[src/rtl/bellek_hakemi.sv]
// rtl/bellek_hakemi.sv - two-requester (fetch / BIB) memory bus arbiter with stall timeout
module bellek_hakemi #(
  parameter int unsigned ZAMAN_ASIMI = 1024
) (
  input  logic        clk_i,
  input  logic        rst_i,
  input  logic        ps_sec_i,
  input  logic [31:0] ps_adr_i,
  output logic [31:0] ps_veri_o,
  output logic        ps_durdur_o,
  input  logic        bib_sec_i,
  input  logic [31:0] bib_adr_i,
  input  logic [31:0] bib_veri_i,
  input  logic [3:0]  bib_veri_maske_i,
  output logic [31:0] bib_veri_o,
  output logic        bib_durdur_o,
  output logic        bellek_sec_o,
  output logic [31:0] bellek_adr_o,
  output logic [31:0] bellek_veri_o,
  output logic [3:0]  bellek_veri_maske_o,
  input  logic [31:0] bellek_veri_i,
  input  logic        bellek_durdur_i,
  output logic        hata_o
);

  typedef enum logic [1:0] {
    BOSTA     = 2'd0,
    PS_AKTIF  = 2'd1,
    BIB_AKTIF = 2'd2
  } durum_t;

  localparam logic        HIZMET_PS  = 1'b0;
  localparam logic        HIZMET_BIB = 1'b1;
  localparam logic [15:0] SAYAC_SON  = 16'(ZAMAN_ASIMI - 1);

  durum_t      durum_q, durum_d;
  logic        son_hizmet_q, son_hizmet_d;
  logic [15:0] sayac_q, sayac_d;
  logic [31:0] adr_q, adr_d;
  logic [31:0] veri_q, veri_d;
  logic [3:0]  maske_q, maske_d;

  logic aktif;
  logic zaman_asimi;
  logic bitis;
  logic ps_bitis;
  logic bib_bitis;
  logic ps_aday;
  logic bib_aday;
  logic kazanan_ps;
  logic kazanan_bib;

  // Transaction end detection and arbitration; the finishing requester is masked out
  always_comb begin
    aktif       = (durum_q != BOSTA);
    zaman_asimi = aktif && !rst_i && bellek_durdur_i && (sayac_q == SAYAC_SON);
    bitis       = aktif && !rst_i && (!bellek_durdur_i || zaman_asimi);
    ps_bitis    = bitis && (durum_q == PS_AKTIF);
    bib_bitis   = bitis && (durum_q == BIB_AKTIF);
    ps_aday     = ps_sec_i && !ps_bitis;
    bib_aday    = bib_sec_i && !bib_bitis;
    kazanan_bib = bib_aday && (!ps_aday || (son_hizmet_q == HIZMET_PS));
    kazanan_ps  = ps_aday && !kazanan_bib;
  end

  // Next-state, fairness record, timeout counter and operand capture
  always_comb begin
    durum_d      = durum_q;
    son_hizmet_d = son_hizmet_q;
    sayac_d      = sayac_q;
    adr_d        = adr_q;
    veri_d       = veri_q;
    maske_d      = maske_q;
    if ((durum_q == BOSTA) || bitis) begin
      sayac_d = 16'd0;
      if (bitis) begin
        son_hizmet_d = (durum_q == BIB_AKTIF) ? HIZMET_BIB : HIZMET_PS;
      end
      if (kazanan_bib) begin
        durum_d = BIB_AKTIF;
        adr_d   = bib_adr_i;
        veri_d  = bib_veri_i;
        maske_d = bib_veri_maske_i;
      end else if (kazanan_ps) begin
        durum_d = PS_AKTIF;
        adr_d   = ps_adr_i;
        veri_d  = 32'd0;
        maske_d = 4'd0;
      end else begin
        durum_d = BOSTA;
      end
    end else if (bellek_durdur_i) begin
      sayac_d = sayac_q + 16'd1;
    end
  end

  // State register with synchronous reset
  always_ff @(posedge clk_i) begin
    if (rst_i) begin
      durum_q      <= BOSTA;
      son_hizmet_q <= HIZMET_PS;
      sayac_q      <= 16'd0;
      adr_q        <= 32'd0;
      veri_q       <= 32'd0;
      maske_q      <= 4'd0;
    end else begin
      durum_q      <= durum_d;
      son_hizmet_q <= son_hizmet_d;
      sayac_q      <= sayac_d;
      adr_q        <= adr_d;
      veri_q       <= veri_d;
      maske_q      <= maske_d;
    end
  end

  // Requester-side outputs; aborted or abandoned transactions return zero data
  always_comb begin
    ps_durdur_o         = ps_sec_i && !ps_bitis;
    bib_durdur_o        = bib_sec_i && !bib_bitis;
    ps_veri_o           = (ps_bitis && ps_sec_i && !zaman_asimi) ? bellek_veri_i : 32'd0;
    bib_veri_o          = (bib_bitis && bib_sec_i && !zaman_asimi) ? bellek_veri_i : 32'd0;
    bellek_sec_o        = aktif;
    bellek_adr_o        = adr_q;
    bellek_veri_o       = veri_q;
    bellek_veri_maske_o = maske_q;
    hata_o              = zaman_asimi;
  end

endmodule

[config.mk]
export PLATFORM = sky130hd
export DESIGN_NAME = bellek_hakemi
export DESIGN_NICKNAME = d
export VERILOG_FILES = /design/src/rtl/bellek_hakemi.sv
export SDC_FILE = /design/constraint.sdc
export NUM_CORES = 1
export LEC_CHECK = 0
export CAP_MARGIN = 20
export CORE_AREA = 2 2 99 120
export CTS_CLUSTER_SIZE = 28
export DETAILED_ROUTE_END_ITERATION = 8
export DIE_AREA = 0 0 101 122
export PLACE_DENSITY = 0.75
export SYNTH_ARGS = -nofsm -noshare
export SYNTH_HDL_FRONTEND = slang
export SYNTH_SLANG_ARGS = --single-unit
[constraint.sdc]
create_clock -name clk_i -period 3.45 [get_ports clk_i]
set_input_delay 0.69 -clock clk_i [delete_from_list [all_inputs] [get_ports clk_i]]
set_output_delay 0.69 -clock clk_i [all_outputs]
set_load 0.02 [all_outputs]
Yosys cells after proc, flatten, opt, wreduce, memory -nomap -nowiden. Cells that the tools add are included. W data, S select, Z words.

Register bits after elaboration: 87. Latch bits: 0. RAM bits: 0. Memory bits (read-only): 0. Bits of input ports: 137. Word-level logic and storage cells: 52. Memories kept: 0.

Add/subtract/negate cells: 1. $mul: 0. Div/mod/pow operators: 0. Magnitude comparators: 0. Equality and inequality tests: 3. Shift operators: 0. Mux-type cells: 11. Bitwise gates (word level): 1. Reduce and logical (&&, ||, !) cells: 30.

Operators with widths (count): $mux W32 (6); $add A16 B1 Y16 const B (1); $eq A16 B10 Y1 const B (1); $logic_and A1 B1 Y1 (14); $mux W4 (2); $logic_not A1 Y1 (7); $reduce_and A2 Y1 (2); $reduce_bool A2 Y1 (2); $logic_or A1 B1 Y1 (3); $eq A2 B1 Y1 const B (1); $eq A2 B2 Y1 const B (1); $logic_not A2 Y1 (1); $mux W1 (2); $mux W2 (1); $reduce_or A2 Y1 (1); $not A1 Y1 (1).

Longest topological paths before layout. Gate-level depths: netlist (run 1).

Depth after elaboration: 16. Depth in mapped cells: 8. Gate-level depth less buffers: 6.

Worst setup path before layout (run 1). No wires, ideal clock.

Path type: register -> output. Start: register sayac_q[0]. End: output port bib_veri_o[10]. Arrival time: 2.261 ns. Path slack: 0.499 ns. Cell stages (with the launch flop): 8. Cells stage by stage: dfxtp_1 -> ha_1 -> or4bb_1 -> or4_4 -> nand2_1 -> and4_1 -> clkbuf_2 -> and2_1.

Longest elaborated chain between the ends: 8.

RTL lines: start, declared (line 38) `logic [15:0] sayac_q, sayac_d;`; start signal, assigned (line 109) `sayac_q <= sayac_d;`; $eq A16 B10 Y1 (*) (line 56) `zaman_asimi = aktif && !rst_i && bellek_durdur_i && (sayac_q == SAYAC_SON);`; $logic_and A1 B1 Y1 (*) (line 56); $logic_or A1 B1 Y1 (line 57) `bitis = aktif && !rst_i && (!bellek_durdur_i || zaman_asimi);`; $logic_and A1 B1 Y1 (line 57); $logic_and A1 B1 Y1 (line 59) `bib_bitis = bitis && (durum_q == BIB_AKTIF);`; $logic_and A1 B1 Y1 (line 121) `bib_veri_o = (bib_bitis && bib_sec_i && !zaman_asimi) ? bellek_veri_i : 32'd0;`; $logic_and A1 B1 Y1 (*) (line 121); $mux W32 (*) (line 121); end, declared (line 15) `output logic [31:0] bib_veri_o,`.

Every way passes the cells marked *; elsewhere a longest branch is shown, timed or not.

Worst setup path after layout (run 1).
Start: register sayac_q[1]. End: output port ps_veri_o[25].

Longest elaborated chain between the ends: 8.

RTL lines: $eq A16 B10 Y1 (*) (line 56); $logic_and A1 B1 Y1 (*) (line 56); $logic_or A1 B1 Y1 (line 57); $logic_and A1 B1 Y1 (line 57); $logic_and A1 B1 Y1 (line 58) `ps_bitis = bitis && (durum_q == PS_AKTIF);`; $logic_and A1 B1 Y1 (line 120) `ps_veri_o = (ps_bitis && ps_sec_i && !zaman_asimi) ? bellek_veri_i : 32'd0;`; $logic_and A1 B1 Y1 (*) (line 120); $mux W32 (*) (line 120); end, declared (line 9) `output logic [31:0] ps_veri_o,`.

Marked as above.

==> key figures, run 1 <==
Status
  • Run status: finished clean

Final layout
  • N_diodes: 0
  • Share of layout cells above drive strength 1: 17.5%
  • Area growth from synthesis to final layout: 84.5%
  • Net total in the final layout: 803
  • Final Util: 62.0%
  • Filler cell count in the final layout: 961

Place
  • Half-perimeter wire length after detailed placement: 10700 µm
  • Port Buffer Count: 272
  • GPL Wtd Cong: 0.837
  • Worst slack at placement: -0.206 ns

Routing
  • Average wire per cell in the routed design: 17.2 µm
  • Drt drc: 0
  • Ratio of routed vias to standard cells: 4.98
  • Number of search-and-repair iterations in the first detailed-routing pass: 4
  • Total Routed Length: 13900 µm
  • Final ANT Viol Nets: 0
  • DR vias: 4006
  • Drt initial violations: 150

GRT
  • Initial antenna violation count: 0
  • Vias in the first global route: 3990
  • Maximum number of pins on one net before global-route repair: 68
  • Global routing usage summed across all routing layers: 21.3%
  • Final global-route overflow total: 0
  • First-pass GRT wire length: 20200 µm

Yosys
  • Synthesis-stage register bit count: 87
  • Async SR Flop Fraction: 0%
  • Post-synthesis area per instance: 9.89 µm²
  • Top_reg_cell synth: dfxtp_1
  • Cell types occupying the most area after synthesis: dfxtp_1, and2_1, a22o_1
  • Synth Warn #: 0
  • Synth Instances: 384
  • Cell type with the largest total area after synthesis: dfxtp_1
  • Mapped cell area: 3800 µm²
  • Leading cell type by number of instances after synthesis: and2_1
  • Synth top area share: 45.8%
  • Mapped Nets: 522
  • Number of enable-type register cells in the synthesized netlist: 0
  • Seq/Total Area, Yosys: 45.8%
  • Cell types with the highest counts after synthesis: and2_1, dfxtp_1, a22o_1, a221o_1, nor2_1
  • Synth cell types: 41

STA
  • Final period util: 96.4%
  • RSZ-0062 raised after global routing: false
  • Final setup margin: 0.124 ns
  • Number of pins with negative max-slew slack in the final report: 0
  • Max-Slew Margin vs Limit: 66.1%
  • Actual transition at the worst max-transition pin: 0.507 ns
  • Final count of hold timing violations: 0
  • Final critical-path required period: 3.33 ns
  • # setup viols final: 0
  • Fin Clk Skew: 0.0115 ns
  • Fmax: 301 MHz

CTS
  • Clock net sink count: 87
  • Clock tree from TritonCTS: done
  • Hold buffer count at cts: 0
  • Longest Clk Path Bufs: 2
  • Number of H-tree levels: 3
  • Clock root cell: clkbuf_16
  • # Post-CTS Setup Buffers: 0
  • Clock insertion delay at the later pin of the skew report: 0.34 ns
  • Number of buffers created by CTS: 9
  • CTS clk-pin slew, worst paths: 0.07 ns

Worst setup path
  • Peak per-stage delay on the critical path: 0.45 ns
  • Critical path capture point type: output port
  • Worst Path Arrival: 2.64 ns
  • Critical path launch point type: flip-flop
  • Depth of the most critical reg-to-reg path: 8
  • Data required time at the worst endpoint: 2.76 ns
  • Reg-to-reg critical path endpoint: bellek_veri_o[22]
  • R2R Setup Slk: 0.78 ns
  • Reg-to-Reg Start: sayac_q[1]
  • Crit Path Class: flip-flop to output port
  • Largest fanout on the critical path: 32
  • Critical path's slowest cell: or4_4
  • List of cells traversed by the critical path: ha_2 > or4bb_1 > or4_4 > nand2_4 > and4_4 > buf_12 > and2_1 > clkdlybuf4s15_2

Pwr
  • Peak supply drop: 0.236 mV
  • PwrDens: 401 nW/µm²
  • Leak pwr: 2.79 nW

Die
  • DIE AREA: 12300 µm²
  • I/O pin cnt: 273
  • Starting Density: 33.6%
  • Vert. Die Dim: 122 µm
  • Site Rows: 43
  • Die width: 101 µm
  • Core region area: 11300 µm²

Hold path
  • Hold Crit Start: bellek_veri_o[0]
  • Type of the tightest min-delay check: flip-flop to flip-flop
  • Cell count of the worst hold path: 1
  • Hold endpoint: bellek_veri_o[0]

Job
  • Max Cap Violations: 0
worst max-delay path: cells and delay by family (launching register included):
family        cells  cell delay, ns
fa+ha+maj         1            0.19
buf+inv           2            0.42
simple gates      5            1.33
flops             1            0.34
where the power goes:
| group | total (mW) | internal (mW) | switching, mW |
|---|---|---|---|
| clock | 1.01 | 0.591 | 0.417 |
| combinational | 0.667 | 0.376 | 0.290 |
| sequential | 1.14 | 1.09 | 0.0492 |
layout make-up:
type | count | area [µm²] | share of cell area [%]
flip-flops and latches | 87 | 1740 | 24.9
repair buffers | 297 | 2850 | 40.6
well taps | 135 | 169 | 2.41
inverters | 6 | 22.5 | 0.321
multi-input cells | 264 | 1910 | 27.3
clock inverters | 6 | 75.1 | 1.07
clock buffers | 10 | 239 | 3.41
sequential cells by signal, summed over array words and instances (netlist names):
| name | cells |
|---|---|
| durum_q | 2 |
| bellek_veri_maske_o | 4 |
| sayac_q | 16 |
| bellek_adr_o | 32 |
| son_hizmet_q | 1 |
| bellek_veri_o | 32 |
through the flow:
| step | power (mW) | area (µm²) | hold slack [ns] | setup TNS (ns) | cells |
|---|---|---|---|---|---|
| 4_1_cts | 2.84 | 7170 | 0.478 | 0 | 805 |
| 5_1_grt | 2.92 | 7010 | 0.494 | 0 | 805 |
| 3_5_place_dp | 1.83 | 6790 | 0.454 | -10.20 | 789 |
| 6_report | 2.81 | 7010 | 0.476 | 0 | 805 |
| 3_3_place_gp | 1.82 | 6790 | 0.457 | -7.72 | 789 |
| 2_1_floorplan | 1.43 | 3800 | 0.418 | 0 | 384 |
kinds of logic (layout without fill, tap and decap cells):
family / count (synthesis) / count (layout) / share of synthesized area [%]
buffers and inverters: 33 / 319 / 4.58
flip-flops: 87 / 87 / 45.8
adder cells (fa/ha/maj): 1 / 1 / 0.329
AND/OR/NAND/NOR: 163 / 163 / 25.4
AO/OA/AOI/OAI: 86 / 86 / 20.6
XOR/XNOR: 14 / 14 / 3.23
worst max-delay path by stage:
| stage | from | to | slack, ns | cells after the start |
|---|---|---|---|---|
| 2_1_floorplan | sayac_q[0] | bib_veri_o[10] | 0.50 | 7 |
| 3_3_place_gp | bellek_durdur_i | ps_veri_o[4] | -0.17 | 8 |
| 3_5_place_dp | bellek_durdur_i | ps_veri_o[8] | -0.21 | 8 |
| 4_1_cts | sayac_q[1] | ps_veri_o[6] | 0.004 | 8 |
| 5_1_grt | sayac_q[1] | ps_veri_o[24] | 0.003 | 8 |
| 6_report | sayac_q[1] | ps_veri_o[25] | 0.12 | 8 |
what timing repair did:
item                                    4_1_cts  5_1_grt
endpoints found under the hold margin         0        0
pin swaps                                     1        1
cloned                                        0        0
endpoints found under the setup margin       64       66
gates resized for setup                     199       29
layout by cell type (no fill, tap or decap), types with 3 or more instances in the layout:
master,synthesis,final
xor2_1,8,8
nand4_1,6,6
nor2b_1,5,4
inv_1,6,6
buf_2,4,31
clkbuf_16,0,9
and2_1,96,96
o21ai_0,4,4
a21boi_0,4,4
buf_12,0,4
clkdlybuf4s15_2,0,33
xnor2_1,6,6
nor3_1,4,4
a22o_1,36,36
nor2_1,24,24
a221o_1,31,31
buf_4,4,21
or3_1,3,3
nand2_1,11,10
dfxtp_1,87,87
clkdlybuf4s50_1,0,208
layer usage:
metal / vias to the layer above / track usage, % / wire length [µm]
met4: 0 / 11.0 / 490
li1: 1932 / - / -
met1: 1837 / 21.5 / 4990
met5: - / 0 / 0
met2: 207 / 39.3 / 7190
met3: 30 / 6.02 / 1210
(Power assumes the default switching activity.)
==> run 2: changes to the inputs <==
Settings changed: TNS_END_PERCENT from default to 10.
Clock period 3.45 ns to 3.65 ns, I/O delays scaled along.
==> run 2 against run 1 <==
Effect of this change: routed wire length shrank 0.73%; sequential power fell by 6%; critical path type unchanged; global-route usage up 0.060 points; first-iteration DRC count fell by 13%; register-to-register slack improved by 0.18 ns; final cell count down 1.2%; critical endpoint is now ps_veri_o[4]; sequential share of layout area increased by 1.1 points; clock skew down 0.0012 ns.
==> key figures, run 2 (synthesis results as in run 1) <==
CTS
  • # Post-CTS Setup Buffers: 0 (unchanged)
  • Gates resized, CTS repair: 86 (was 199)
  • Longest Clk Path Bufs: 2 (unchanged)
  • Clock tree from TritonCTS: done (unchanged)
  • Clock insertion delay at the later pin of the skew report: 0.34 ns (about the same)
  • Clock net sink count: 87 (unchanged)
  • Number of H-tree levels: 3 (unchanged)
  • CTS clk-pin slew, worst paths: 0.06 ns (was 0.07 ns)
  • Hold buffer count at cts: 0 (unchanged)
  • Clock root cell: clkbuf_16 (unchanged)
  • Number of buffers created by CTS: 9 (unchanged)

Pwr
  • Leak pwr: 2.72 nW (was 2.79 nW)
  • PwrDens: 382 nW/µm² (was 401 nW/µm²)
  • Peak supply drop: 0.230 mV (was 0.236 mV)
  • Final Total Pwr: 2.56 mW (was 2.81 mW)

Job
  • Max Cap Violations: 0 (unchanged)

Worst setup path
  • Critical path capture point type: output port (unchanged)
  • List of cells traversed by the critical path: ha_2 > or4bb_1 > or4_4 > nand2_2 > and4_4 > buf_12 > and2_1 > clkdlybuf4s15_2 (was ha_2 > or4bb_1 > or4_4 > nand2_4 > and4_4 > buf_12 > and2_1 > clkdlybuf4s15_2)
  • Number of buffers and inverters on the critical path: 2 (unchanged)
  • Critical path's slowest cell: or4bb_1 (was or4_4)
  • Crit Path Class: flip-flop to output port (unchanged)
  • Data required time at the worst endpoint: 2.92 ns (was 2.76 ns)
  • First element of the critical path: sayac_q[0] (was sayac_q[1])
  • Peak per-stage delay on the critical path: 0.50 ns (was 0.45 ns)
  • Critical path launch point type: flip-flop (unchanged)
  • Largest fanout on the critical path: 32 (unchanged)
  • Reg-to-Reg Start: sayac_q[0] (was sayac_q[1])
  • Kind of cell adding the most delay to the critical path: simple AND/OR/NAND/NOR gates (unchanged)
  • Worst Path Arrival: 2.88 ns (was 2.64 ns)

Place
  • Port Buffer Count: 272 (unchanged)
  • Half-perimeter wire length after detailed placement: 10600 µm (was 10700 µm)
  • GPL Wtd Cong: 0.866 (was 0.837)

Routing
  • Drt initial violations: 131 (was 150)
  • Ratio of routed vias to standard cells: 5.01 (was 4.98)
  • DR vias: 3982 (was 4006)
  • Drt drc: 0 (unchanged)
  • Total Routed Length: 13800 µm (was 13900 µm)
  • Number of search-and-repair iterations in the first detailed-routing pass: 6 (was 4)
  • Average wire per cell in the routed design: 17.3 µm (was 17.2 µm)
  • Final ANT Viol Nets: 0 (unchanged)

Die
  • Site Rows: 43 (unchanged)
  • Starting Density: 33.6% (unchanged)
  • Die width: 101 µm (unchanged)
  • I/O pin cnt: 273 (unchanged)
  • DIE AREA: 12300 µm² (unchanged)
  • Core region area: 11300 µm² (unchanged)
  • Vert. Die Dim: 122 µm (unchanged)

STA
  • Actual transition at the worst max-transition pin: 0.509 ns (was 0.507 ns)
  • # setup viols final: 0 (unchanged)
  • Fmax: 277 MHz
  • Fin Clk Skew: 0.0103 ns (was 0.0115 ns)
  • Worst hold slack after final layout: 0.457 ns (was 0.476 ns)
  • Final count of hold timing violations: 0 (unchanged)
  • Number of pins with negative max-slew slack in the final report: 0 (unchanged)
  • Max-Slew Margin vs Limit: 66.0% (was 66.1%)
  • Final period util: 98.8%
  • RSZ-0062 raised after global routing: true (was false)
  • Final critical-path required period: 3.61 ns

GRT
  • Vias in the first global route: 3874 (was 3990)
  • Global routing usage summed across all routing layers: 21.3% (about the same)
  • Maximum number of pins on one net before global-route repair: 68 (unchanged)
  • Final global-route overflow total: 0 (unchanged)
  • First-pass GRT wire length: 20200 µm (about the same)
  • Initial antenna violation count: 0 (unchanged)

Final layout
  • Share of layout cells above drive strength 1: 15.9% (was 17.5%)
  • Area growth from synthesis to final layout: 76.4% (was 84.5%)
  • Filler cell count in the final layout: 978 (was 961)
  • Most frequent cells in the layout: clkdlybuf4s50_1, and2_1, dfxtp_1, clkbuf_2, a22o_1 (was clkdlybuf4s50_1, and2_1, dfxtp_1, a22o_1, clkdlybuf4s15_2)
  • N_diodes: 0 (unchanged)
  • Most frequent standard cell in the layout excluding fill and tap cells: clkdlybuf4s50_1 (unchanged)
  • Net total in the final layout: 793 (was 803)
  • Final Util: 59.3% (was 62.0%)

Hold path
  • Type of the tightest min-delay check: flip-flop to flip-flop (unchanged)
  • Hold Crit Start: sayac_q[0] (was bellek_veri_o[0])

Status
  • Run status: finished clean (unchanged)
## run 2: changes by cell type in the layout (fill, tap and decap cells not counted), sizes merged
cell and delta:
clkbuf +60, buf -39, clkdlybuf4s15 -31, clkinvlp +2, bufinv -1, inv -1
## run 2: power breakdown
group          switching, mW  internal [mW]  total [mW]
Sequential            0.0468           1.03        1.07
Combinational          0.274          0.347       0.621
Clock                  0.385          0.482       0.867
Total                  0.705           1.86        2.56
## run 2: metrics by stage
step / cells / setup WS (ns) / setup TNS, ns / cell area [µm²]
global route: 795 / -0.0589 / -0.0982 / 6700
floorplan: 384 / 0.659 / 0 / 3800
detailed placement: 779 / -0.0690 / -1.39 / 6720
CTS: 795 / 0.000799 / 0 / 6950
finish: 795 / 0.0438 / 0 / 6700
global placement: 779 / -0.0507 / -0.184 / 6720
## run 2: worst paths after layout
path                                          to  slack (ns)  cells past startpoint
worst min register to register        sayac_q[0]        0.46                      1
worst min-delay path                  sayac_q[0]        0.46                      1
worst max register to register  bellek_adr_o[29]        0.96                      8
worst max-delay path                ps_veri_o[4]        0.04                      8
## run 2: final cells by class
type / count / area [µm²] / share of cell area, %
clock buffer: 10 / 239 / 3.57
clock inverter: 6 / 45.0 / 0.672
inverter: 6 / 22.5 / 0.336
multi-input combinational: 264 / 1910 / 28.4
sequential: 87 / 1740 / 26.0
tap: 135 / 169 / 2.52
timing repair buffer: 287 / 2580 / 38.5
## run 2: routing by layer
metal	global-route usage [%]	part of all wire [%]
met1	22.0	37
met2	39.3	51
met3	5.97	8.4
met4	10.3	3.0
met5	0	0
